<file path="src/rtl/snn_pkg.sv">
// -----------------------------------------------------------------------------
// snn_pkg
// Shared definitions for the spiking-neuron datapath blocks.
//   SNN_DATA_W  : default width of count / data fields
//   ISI_W       : default width of inter-spike-interval measurements
//   WINDOW_LOG2 : default log2 of the rate-measurement window length
//   sat_inc()   : saturating increment, used by every counter that must not wrap
// -----------------------------------------------------------------------------
package snn_pkg;

    localparam int SNN_DATA_W  = 8;
    localparam int ISI_W       = 8;
    localparam int WINDOW_LOG2 = 8;

    // Saturating increment on a zero-extended value. Callers cast the result
    // back to their own width; max_val is that width's all-ones value.
    function automatic logic [31:0] sat_inc(input logic [31:0] val,
                                            input logic [31:0] max_val,
                                            input logic        inc);
        return (inc && (val != max_val)) ? val + 32'd1 : val;
    endfunction

endpackage

</file>
<file path="src/rtl/spike_rate_monitor_if.sv">
// -----------------------------------------------------------------------------
// spike_rate_monitor_if
// Valid/ready result channel carrying {rate, isi} from the monitor to the
// readout/host side.
//   out_valid : result present, held until accepted
//   out_ready : consumer accepts the result when high with out_valid
//   rate      : spike events in the last completed window
//   isi       : last measured inter-spike interval, in enabled cycles
// Modports: master = producer (monitor), slave = consumer.
// -----------------------------------------------------------------------------
interface spike_rate_monitor_if #(
    parameter int CNT_W = snn_pkg::SNN_DATA_W,
    parameter int ISI_W = snn_pkg::ISI_W
);
    logic             out_valid;
    logic             out_ready;
    logic [CNT_W-1:0] rate;
    logic [ISI_W-1:0] isi;

    modport master (output out_valid, output rate, output isi, input  out_ready);
    modport slave  (input  out_valid, input  rate, input  isi, output out_ready);
endinterface

</file>
<file path="src/rtl/spike_edge_detect.sv">
// -----------------------------------------------------------------------------
// spike_edge_detect
// Turns a level-type spike into a single event on its rising edge.
//   clk, reset_n : clock, asynchronous active-low reset
//   spike        : level spike input
//   enable       : gates event generation (the history register always runs,
//                  so re-enabling while spike is already high makes no event)
//   evt          : combinational event, same cycle as the rising edge
//   spike_edge   : registered one-cycle pulse, one cycle after the edge
// -----------------------------------------------------------------------------
module spike_edge_detect (
    input  logic clk,
    input  logic reset_n,
    input  logic spike,
    input  logic enable,
    output logic evt,
    output logic spike_edge
);
    logic spike_d, spike_q;
    logic spike_edge_d, spike_edge_q;

    always_comb begin
        spike_d      = spike;
        evt          = spike & ~spike_q & enable;
        spike_edge_d = evt;
    end

    // NOTE: registers use non-blocking assignments so every flop samples the
    // values present before the clock edge, independent of statement order.
    always_ff @(posedge clk or negedge reset_n) begin
        if (!reset_n) begin
            spike_q      <= 1'b0;
            spike_edge_q <= 1'b0;
        end else begin
            spike_q      <= spike_d;
            spike_edge_q <= spike_edge_d;
        end
    end

    assign spike_edge = spike_edge_q;

endmodule

</file>
<file path="src/rtl/spike_rate_monitor.sv">
// -----------------------------------------------------------------------------
// spike_rate_monitor
// Counts spike events per window of 2**WINDOW_LOG2 enabled cycles, measures the
// interval between consecutive events and publishes {rate, isi} once per window.
//   clk, reset_n : clock, asynchronous active-low reset
//   spike        : level spike from the LIF neuron
//   enable       : 1 = monitor runs, 0 = window/event/ISI counters frozen
//   out_if       : result channel (master side), handshake runs regardless of
//                  enable
//   spike_edge   : registered one-cycle pulse per spike event
//   overrun      : sticky, set when a window result is dropped because the
//                  previous one was still waiting to be accepted
// -----------------------------------------------------------------------------
module spike_rate_monitor #(
    parameter int WINDOW_LOG2 = snn_pkg::WINDOW_LOG2,
    parameter int CNT_W       = snn_pkg::SNN_DATA_W,
    parameter int ISI_W       = snn_pkg::ISI_W
) (
    input  logic                        clk,
    input  logic                        reset_n,
    input  logic                        spike,
    input  logic                        enable,
    spike_rate_monitor_if.master        out_if,
    output logic                        spike_edge,
    output logic                        overrun
);
    import snn_pkg::*;

    localparam logic [31:0] CNT_MAX = 32'((64'd1 << CNT_W) - 64'd1);
    localparam logic [31:0] ISI_MAX = 32'((64'd1 << ISI_W) - 64'd1);

    logic evt;

    spike_edge_detect u_edge (
        .clk        (clk),
        .reset_n    (reset_n),
        .spike      (spike),
        .enable     (enable),
        .evt        (evt),
        .spike_edge (spike_edge)
    );

    logic [WINDOW_LOG2-1:0] win_cnt_d,   win_cnt_q;
    logic [CNT_W-1:0]       evt_cnt_d,   evt_cnt_q;
    logic [ISI_W-1:0]       isi_timer_d, isi_timer_q;
    logic [ISI_W-1:0]       isi_last_d,  isi_last_q;
    logic                   have_evt_d,  have_evt_q;
    logic [CNT_W-1:0]       rate_d,      rate_q;
    logic [ISI_W-1:0]       isi_d,       isi_q;
    logic                   out_valid_d, out_valid_q;
    logic                   overrun_d,   overrun_q;

    logic             win_end;
    logic [CNT_W-1:0] close_cnt;

    // An event in the last cycle of a window is counted into that window.
    assign win_end   = enable && (win_cnt_q == '1);
    assign close_cnt = CNT_W'(sat_inc(32'(evt_cnt_q), CNT_MAX, evt));

    // NOTE: every _d starts from its held value so no branch leaves a signal
    // unassigned, which would otherwise infer a latch.
    always_comb begin
        win_cnt_d   = win_cnt_q;
        evt_cnt_d   = evt_cnt_q;
        isi_timer_d = isi_timer_q;
        isi_last_d  = isi_last_q;
        have_evt_d  = have_evt_q;
        rate_d      = rate_q;
        isi_d       = isi_q;
        out_valid_d = out_valid_q;
        overrun_d   = overrun_q;

        if (enable) begin
            win_cnt_d = win_cnt_q + 1'b1;   // wraps to 0 after all-ones
            evt_cnt_d = win_end ? '0 : close_cnt;
            if (evt) begin
                // The first event only arms the timer; intervals start with the second.
                if (have_evt_q) begin
                    isi_last_d = isi_timer_q;
                end
                isi_timer_d = ISI_W'(1);
                have_evt_d  = 1'b1;
            end else begin
                isi_timer_d = ISI_W'(sat_inc(32'(isi_timer_q), ISI_MAX, 1'b1));
            end
        end

        if (win_end) begin
            // A result accepted in this very cycle frees the slot for the new one.
            if (!out_valid_q || out_if.out_ready) begin
                rate_d      = close_cnt;
                isi_d       = isi_last_d;
                out_valid_d = 1'b1;
            end else begin
                overrun_d   = 1'b1;
            end
        end else if (out_valid_q && out_if.out_ready) begin
            out_valid_d = 1'b0;
        end
    end

    always_ff @(posedge clk or negedge reset_n) begin
        if (!reset_n) begin
            win_cnt_q   <= '0;
            evt_cnt_q   <= '0;
            isi_timer_q <= '0;
            isi_last_q  <= '0;
            have_evt_q  <= 1'b0;
            rate_q      <= '0;
            isi_q       <= '0;
            out_valid_q <= 1'b0;
            overrun_q   <= 1'b0;
        end else begin
            win_cnt_q   <= win_cnt_d;
            evt_cnt_q   <= evt_cnt_d;
            isi_timer_q <= isi_timer_d;
            isi_last_q  <= isi_last_d;
            have_evt_q  <= have_evt_d;
            rate_q      <= rate_d;
            isi_q       <= isi_d;
            out_valid_q <= out_valid_d;
            overrun_q   <= overrun_d;
        end
    end

    assign out_if.rate      = rate_q;
    assign out_if.isi       = isi_q;
    assign out_if.out_valid = out_valid_q;
    assign overrun          = overrun_q;

endmodule

</file>
<file path="src/flat_wrapper.sv">
// flat-port wrapper written by rule: the top's interface ports become plain ports
module spike_rate_monitor_flat import snn_pkg::*;
#(
    parameter int WINDOW_LOG2 = snn_pkg::WINDOW_LOG2,
    parameter int CNT_W       = snn_pkg::SNN_DATA_W,
    parameter int ISI_W       = snn_pkg::ISI_W
)
  (clk, reset_n, spike, enable, spike_edge, overrun, out_if_out_valid, out_if_rate, out_if_isi, out_if_out_ready);
  spike_rate_monitor_if #(.CNT_W(CNT_W), .ISI_W(ISI_W)) out_if_i ();
  input  logic clk;
  input  logic reset_n;
  input  logic spike;
  input  logic enable;
  output logic spike_edge;
  output logic overrun;
  output wire logic [$bits(out_if_i.out_valid)-1:0] out_if_out_valid;
  output wire logic [$bits(out_if_i.rate)-1:0] out_if_rate;
  output wire logic [$bits(out_if_i.isi)-1:0] out_if_isi;
  input wire logic [$bits(out_if_i.out_ready)-1:0] out_if_out_ready;
  assign out_if_out_valid = out_if_i.out_valid;
  assign out_if_rate = out_if_i.rate;
  assign out_if_isi = out_if_i.isi;
  assign out_if_i.out_ready = out_if_out_ready;
  spike_rate_monitor #(.WINDOW_LOG2(WINDOW_LOG2), .CNT_W(CNT_W), .ISI_W(ISI_W)) u_core (.clk(clk), .reset_n(reset_n), .spike(spike), .enable(enable), .out_if(out_if_i), .spike_edge(spike_edge), .overrun(overrun));
endmodule
</file>
<file path="config.mk">
export PLATFORM = sky130hd
export DESIGN_NAME = spike_rate_monitor_flat
export DESIGN_NICKNAME = d
export VERILOG_FILES = /design/src/rtl/snn_pkg.sv /design/src/rtl/spike_rate_monitor_if.sv /design/src/rtl/spike_edge_detect.sv /design/src/rtl/spike_rate_monitor.sv /design/src/flat_wrapper.sv
export SDC_FILE = /design/constraint.sdc
export NUM_CORES = 1
export LEC_CHECK = 0
export ABC_AREA = 1
export CELL_PAD_IN_SITES_DETAIL_PLACEMENT = 1
export CELL_PAD_IN_SITES_GLOBAL_PLACEMENT = 2
export CORE_MARGIN = 10
export CORE_UTILIZATION = 34
export DETAILED_ROUTE_END_ITERATION = 12
export GPL_ROUTABILITY_DRIVEN = 0
export GPL_TIMING_DRIVEN = 0
export HOLD_SLACK_MARGIN = 0.12
export PLACE_DENSITY = 0.76
export REMOVE_ABC_BUFFERS = 1
export SKIP_LAST_GASP = 1
export SLEW_MARGIN = 20
export SYNTH_ARGS = -nofsm -noshare
export SYNTH_HDL_FRONTEND = slang
export SYNTH_SLANG_ARGS = --single-unit
</file>
<file path="constraint.sdc">
create_clock -name clk -period 1.9 [get_ports clk]
set_input_delay 0.285 -clock clk [delete_from_list [all_inputs] [get_ports clk]]
set_output_delay 0.285 -clock clk [all_outputs]
set_load 0.02 [all_outputs]
</file>
== Yosys cells after proc, flatten, opt, wreduce, memory -nomap -nowiden ==
Cells that the tools add are included.

* Flip-flop bits (word level): 53
* Output and inout port bits: 19
* Logic and storage cells: 44

* Add/subtract/negate cells: 3
* Equality and inequality tests: 4
* Muxes and demuxes: 10
* Bitwise logic cells: 4
* Reduce and logical (&&, ||, !) cells: 12

{| class="wikitable"
|+ Operator list
! cell !! count
|-
| 8-bit 2-to-1 mux || 7
|-
| 8-bit by 1-bit adder with 8-bit output (second input constant) || 3
|-
| 8-bit inequality test (second input constant) || 2
|-
| 2-bit AND reduction || 5
|-
| 8-bit equality test (second input constant) || 1
|-
| 2-bit nonzero test || 2
|-
| 1-bit logical AND || 3
|-
| 1-bit 2-to-1 mux || 3
|-
| 1-bit AND || 2
|-
| 2-bit inequality test (second input constant) || 1
|-
| 1-bit inverter || 2
|-
| 1-bit logical NOT || 1
|-
| 1-bit logical OR || 1
|}

== Logic depth before layout (Yosys ltp) ==
* Depth after elaboration: 6
* Mapped depth: 9
* Gate-level depth less buffers: 8

== Cells and area by module ==
Synthesis repeated with hierarchy kept, for this count alone.

* Cells, all modules: 302
* Area, all modules: 2,616.3 um2

{| class="wikitable"
|+ Modules (own cells, without submodules)
! module !! times used !! cells an instance !! area an instance (um2) !! seq. area each (um2)
|-
| spike_rate_monitor || 1 || 298 || 2,556.2 || 1,276.2
|-
| spike_edge_detect || 1 || 4 || 60.1 || 50.0
|}

== Worst setup path after synthesis ==
No wires, ideal clock.

* Path kind: reg2reg
* Start point: register u_core.win_cnt_q[0]
* End point: register u_core.rate_q[6] (netlist: u_core.out_if.rate[6])
* Setup time: 0.118 ns
* Arrival: 1.275 ns
* Path slack: 0.507 ns
* Stages on the path, launching flop included: 10
* Buffers on the path: 1
* Clock period less this slack: 1.393 ns
* Cells stage by stage: dfrtp_1 ha_1 nand2_4 nor2_4 nand4_4 inv_4 nand2_4 buf_6 nand2_1 nand2_1

* Longest elaborated chain between the ends: 3

{| class="wikitable"
|+ Ends and longest elaborated chain
! what !! RTL line !! RTL
|-
| start: declaration || spike_rate_monitor.sv:43 || <nowiki>logic [WINDOW_LOG2-1:0] win_cnt_d, win_cnt_q;</nowiki>
|-
| start signal: assignment || spike_rate_monitor.sv:114 || <nowiki>win_cnt_q <= win_cnt_d;</nowiki>
|-
| 8-bit equality test || spike_rate_monitor.sv:57 || <nowiki>assign win_end = enable && (win_cnt_q == '1);</nowiki>
|-
| 1-bit logical AND || spike_rate_monitor.sv:57 ||
|-
| 2-bit AND reduction (no line) || -- ||
|-
| end signal: assignment || spike_rate_monitor.sv:119 || <nowiki>rate_q <= rate_d;</nowiki>
|-
| end: declaration || spike_rate_monitor.sv:48 || <nowiki>logic [CNT_W-1:0] rate_d, rate_q;</nowiki>
|}

Every way passes these cells.
A chain may end at the register's enable or synchronous reset.

== Final worst setup path ==
* Start point: register u_core.evt_cnt_q[0]
* End point: register u_core.rate_q[1] (netlist: u_core.out_if.rate[1])

* Longest elaborated chain between the ends: 3

{| class="wikitable"
|+ Ends and longest elaborated chain
! what !! RTL line !! RTL
|-
| start: declaration || spike_rate_monitor.sv:44 || <nowiki>logic [CNT_W-1:0] evt_cnt_d, evt_cnt_q;</nowiki>
|-
| start signal: assignment || spike_rate_monitor.sv:115 || <nowiki>evt_cnt_q <= evt_cnt_d;</nowiki>
|-
| branches (longest 2 deep; another with 8-bit by 1-bit adder with 8-bit output) || -- ||
|-
| 8-bit 2-to-1 mux * || snn_pkg.sv:20 || <nowiki>return (inc && (val != max_val)) ? val + 32'd1 : val;</nowiki>
|}

Mark *: on every way between the ends.

==> results by stage <==
Timing:
- The total setup violations reported at the end of the flow is 0.
- Headroom to the max-slew limit came out at 0.542.
- The top achievable clock speed is 609 MHz.
- Setup total negative slack on the finished layout was measured at 0 ns.
- Of the available clock period, the critical path in the final layout requires 0.865.
- For the pin with the worst max-slew slack, the measured transition is 0.687 ns.
- The setup clock skew after layout is 0.0112 ns.
- The worst hold slack is about 0.48 ns.
- Setup repair after global routing left no endpoint under its margin.
- After layout, the minimum clock period comes to 1.64 ns.
- The number of pins exceeding their max-slew limit in the final report is 0.
- The final-report hold violation count is 0.

Synthesis:
- By area the synthesized netlist is led by dfrtp_1 53%, nand2_1 16%, inv_1 4.2%, nand3_1 3.8%, nor2_1 3.8%.
- The fraction of the mapped netlist area in adder cells is 0.0150.
- The biggest area contributor in the post-synthesis netlist is dfrtp_1.
- The xor and xnor fraction of the mapped netlist area is 0.0210.
- The number of synthesized register bits is 53.
- During synthesis, Yosys emitted a total of 0 warnings.
- After synthesis the cells add up to 2500 µm².
- Counting every instance in the synthesized netlist gives 292.
- The portion of synthesized cell area occupied by the leading cell type is 0.530.
- The combinational family with the most area after synthesis is simple AND/OR/NAND/NOR gates.
- The complex-gate fraction of the synthesized area is 0.0580.
- The synthesized area per cell is about 8.6 µm².
- Measured against the total synthesized area, the mux share comes to 0.00450.
- The sequential share of the synthesized area is 0.530.
- The basic-gate share of the synthesized area counting and, or, nand and nor cells is 0.302.
- The distinct cell type count of the synthesized netlist is 27.

Final layout:
- Of the cells placed in the final design, the portion with a size suffix greater than 1 is 0.0791.
- For this run, the number of standard cells in the final layout without fillers is 415.
- The commonest non-fill, non-tap cell in the layout is nand2_1.
- The number of antenna diodes in the final layout is 0.
- The layout-stage area growth over the synthesis result is 17.8%.
- The post-layout net count is 323.
- The top cell types in the final layout, fill and taps aside, are 106 x nand2_1, 53 x dfrtp_1, 28 x inv_1, 23 x nor2_1, 21 x clkdlybuf4s50_1.

Place:
- The post-detailed-placement half-perimeter wirelength is 3900 µm.
- The count of buffers added on input and output ports is 23.
- In this run, placement finished with an instance count of 406.

Power:
- The static leakage power is 0.00148 µW.
- Of the total power, the share spent switching nets is 0.330.
- The switching power of the nets is 1000 µW.
- The internal power contribution is just over 2000 µW.
- The proportion of power drawn by the clock network is 0.269.
- The share of total power dissipated in sequential elements is 0.510.
- Across the VDD grid, the largest voltage drop is 0.408 mV.
- The cell area power density is 1030 nW/µm².
- The combinational fraction of design power is 0.222.

Drt:
- The number of nets with antenna violations after detailed routing is 0.
- The number of iterations in the first detailed-routing pass is 4.
- The detailed router finished its first iteration with 83 violations.
- The final wirelength is 5630 µm.
- After detailed routing, the number of vias per cell comes to 4.62.
- Dividing the detail-routed wire length by the instance count gives 13.6 µm.
- The DRC violations left is 0.
- The number of vias in the routed layout is roughly 1,900.

Clocking:
- The number of buffers added for setup after CTS is 0.
- The clock input transition at the sequential cells of the worst setup and hold paths is 0.10 ns.
- Counting every sink on the clock net gives 53.
- The number of buffers added by the clock tree synthesis step is 5.
- At the later pin of the worst-skew pair, clock insertion delay measures 0.32 ns.
- The cell at the root of the clock tree is clkbuf_8.
- The maximum clock insertion buffer count is 2.
- The clock tree from TritonCTS is yes.
- The H-tree generated during clock tree synthesis spans 2 levels.

Setup path:
- At the worst endpoint, the arrival time is between 1.5 and 2 ns.
- The maximum single-stage delay on the critical path is 0.41 ns.
- For flop-to-flop paths, the worst setup slack is 0.26 ns.
- Among all stages on the critical path, the largest delay is contributed by dfrtp_1.
- Along the worst path, the maximum fanout reaches 11.
- The most critical setup path has its endpoint at u_core.out_if.rate[1]$_DFFE_PN0P_.
- The worst setup path is captured at a flop.
- The required time of the worst setup path is 2.10 ns.
- The cell class contributing the biggest share of worst-path delay is simple AND/OR/NAND/NOR gates.
- Together, buffers and inverters on the worst path number 0.
- In this run the number of cells on the critical path is 8.
- STA classifies the critical path startpoint as a flop.
- The library cell appearing most often on the critical path is nand2_1.
- The critical setup path kind is reg -> reg.
- The endpoint identified for the worst register-to-register timing path is u_core.out_if.rate[1]$_DFFE_PN0P_.
- Walking the worst path, the cells encountered are ha_1 -> nand2_1 -> nor2_1 -> nand2_1 -> nand2_1 -> nand2_1 -> nand2_1 -> o21ai_0.
- The timing startpoint of the critical path is u_core.evt_cnt_q[0]$_DFFE_PN0P_.
- The worst register-to-register path has a depth of 8.
- The startpoint of the lowest-slack register-to-register path is u_core.evt_cnt_q[0]$_DFFE_PN0P_.

Global routing:
- Entering global routing, the biggest net connects 54 pins.
- For this run, the total global-route usage over all layers was measured as 0.105.
- After global routing, the most crowded layer is met2.
- The global-route wire length before repair is 9590 µm.
- The met3 track demand over resource is 0.0225.
- The number of antenna violations at the first check in global routing is 0.
- For this run, global-route usage on met2 was measured as 0.178.
- For this run, global-route usage on met1 was measured as 0.124.
- The via count of the first global-routing pass was 2,021.
- The aggregate global routing overflow is 0.

Die:
- The placeable core region is between 7000 and 8000 µm².
- For this design the top-level I/O count stands at 24.
- The die is 106 µm tall.
- The initial utilization of the core area, before any placement, comes to 0.347.
- In this run the core area contains 31 standard-cell rows.
- The width of the chip is 106 µm.
- The die covers roughly 11,000 µm².

Job:
- The tool flagged a number of max-cap violations equal to 0.

Min path:
- In this run the worst hold path is classified as reg -> reg.

Status:
- The run finished with clean final reports.
[metrics by stage]
stage	setup WS, ns	utilization	instance area, µm²	power, µW
6_report	0.257	0.408	2950	3040
5_1_grt	0.0548	0.408	2950	3270
4_1_cts	-0.0216	0.408	2940	3100
3_5_place_dp	-0.829	0.387	2790	2250
3_3_place_gp	-1.22	0.387	2790	2220
2_1_floorplan	0.467	-	2440	2050
[layer usage]
layer	vias up	wire length (µm)
li1	953	-
met1	944	2540
met2	20	2880
met3	2	174
met4	0	40
met5	-	0
[cell usage after synthesis (all sizes together)]
cell and instances:
a31o 1, buf 7, clkbuf 1, dfrtp 53, ha 3, inv 29, mux2 1, nand2 108
nand3 21, nand3b 3, nand4 6, nor2 28, nor3 1, o21a 3, o21ai 16, o21bai 3
or2 2, xnor2 1, xor2 5
[logic make-up (layout without fill, tap and decap cells)]
| group | after synthesis | in the layout |
|---|---|---|
| AOI/OAI and AO/OA | 23 | 23 |
| xor gates and xnor gates | 6 | 6 |
| adders and majority gates | 3 | 3 |
| buffers and inverters | 37 | 61 |
| DFF | 53 | 53 |
| muxes | 1 | 1 |
| and+or+nand+nor | 169 | 169 |
[power groups by stage]
stage          Combinational (µW)  Sequential (µW)  Clock, µW
2_1_floorplan                 532             1520          0
3_3_place_gp                  654             1570          0
3_5_place_dp                  680             1570          0
4_1_cts                       692             1550        856
5_1_grt                       788             1580        900
6_report                      673             1550        817
[flip-flops by register name, summed over array words and instances, names as in the netlist, 8 cells and up]
name                flops
u_core.evt_cnt_q        8
u_core.isi_last_q       8
u_core.isi_timer_q      8
u_core.out_if.isi       8
u_core.out_if.rate      8
u_core.win_cnt_q        8
[worst min path at each step]
| stage | startpoint | slack, ns | depth (start not counted) | end |
|---|---|---|---|---|
| finish | u_core.out_if.isi[7]$_DFFE_PN0P_ | 0.48 | 2 | u_core.out_if.isi[7]$_DFFE_PN0P_ |
| global route | u_core.out_if.isi[7]$_DFFE_PN0P_ | 0.51 | 2 | u_core.out_if.isi[7]$_DFFE_PN0P_ |
| CTS | u_core.out_if.isi[7]$_DFFE_PN0P_ | 0.48 | 2 | u_core.out_if.isi[7]$_DFFE_PN0P_ |
| detailed placement | reset_n | 0.39 | 1 | u_core.win_cnt_q[2]$_DFFE_PN0P_ |
| global placement | u_core.out_if.isi[7]$_DFFE_PN0P_ | 0.46 | 2 | u_core.out_if.isi[7]$_DFFE_PN0P_ |
| floorplan | reset_n | -0.01 | 0 | u_core.evt_cnt_q[0]$_DFFE_PN0P_ |
[tightest hold or removal path, cell delays in order, from the launching register on]
cell	delay (ns)
dfrtp_1	0.35
nand2_1	0.05
nand2_1	0.05
[cell type report]
type | instances | area (µm²)
fillers | 871 | 4270
flip-flops and latches | 53 | 1330
repair buffers | 24 | 240
clock buffers | 6 | 82.6
multi-input cells | 202 | 1020
inverters | 29 | 111
clock inverters | 2 | 37.5
well taps | 99 | 124
[what timing repair did]
item | CTS | global route
hold endpoints to repair | 53 | 0
resized for setup | 5 | 1
hold buffers | 1 | 0
endpoints found under the setup margin | 32 | 13
Note: power is estimated with default switching activity, not from simulation.
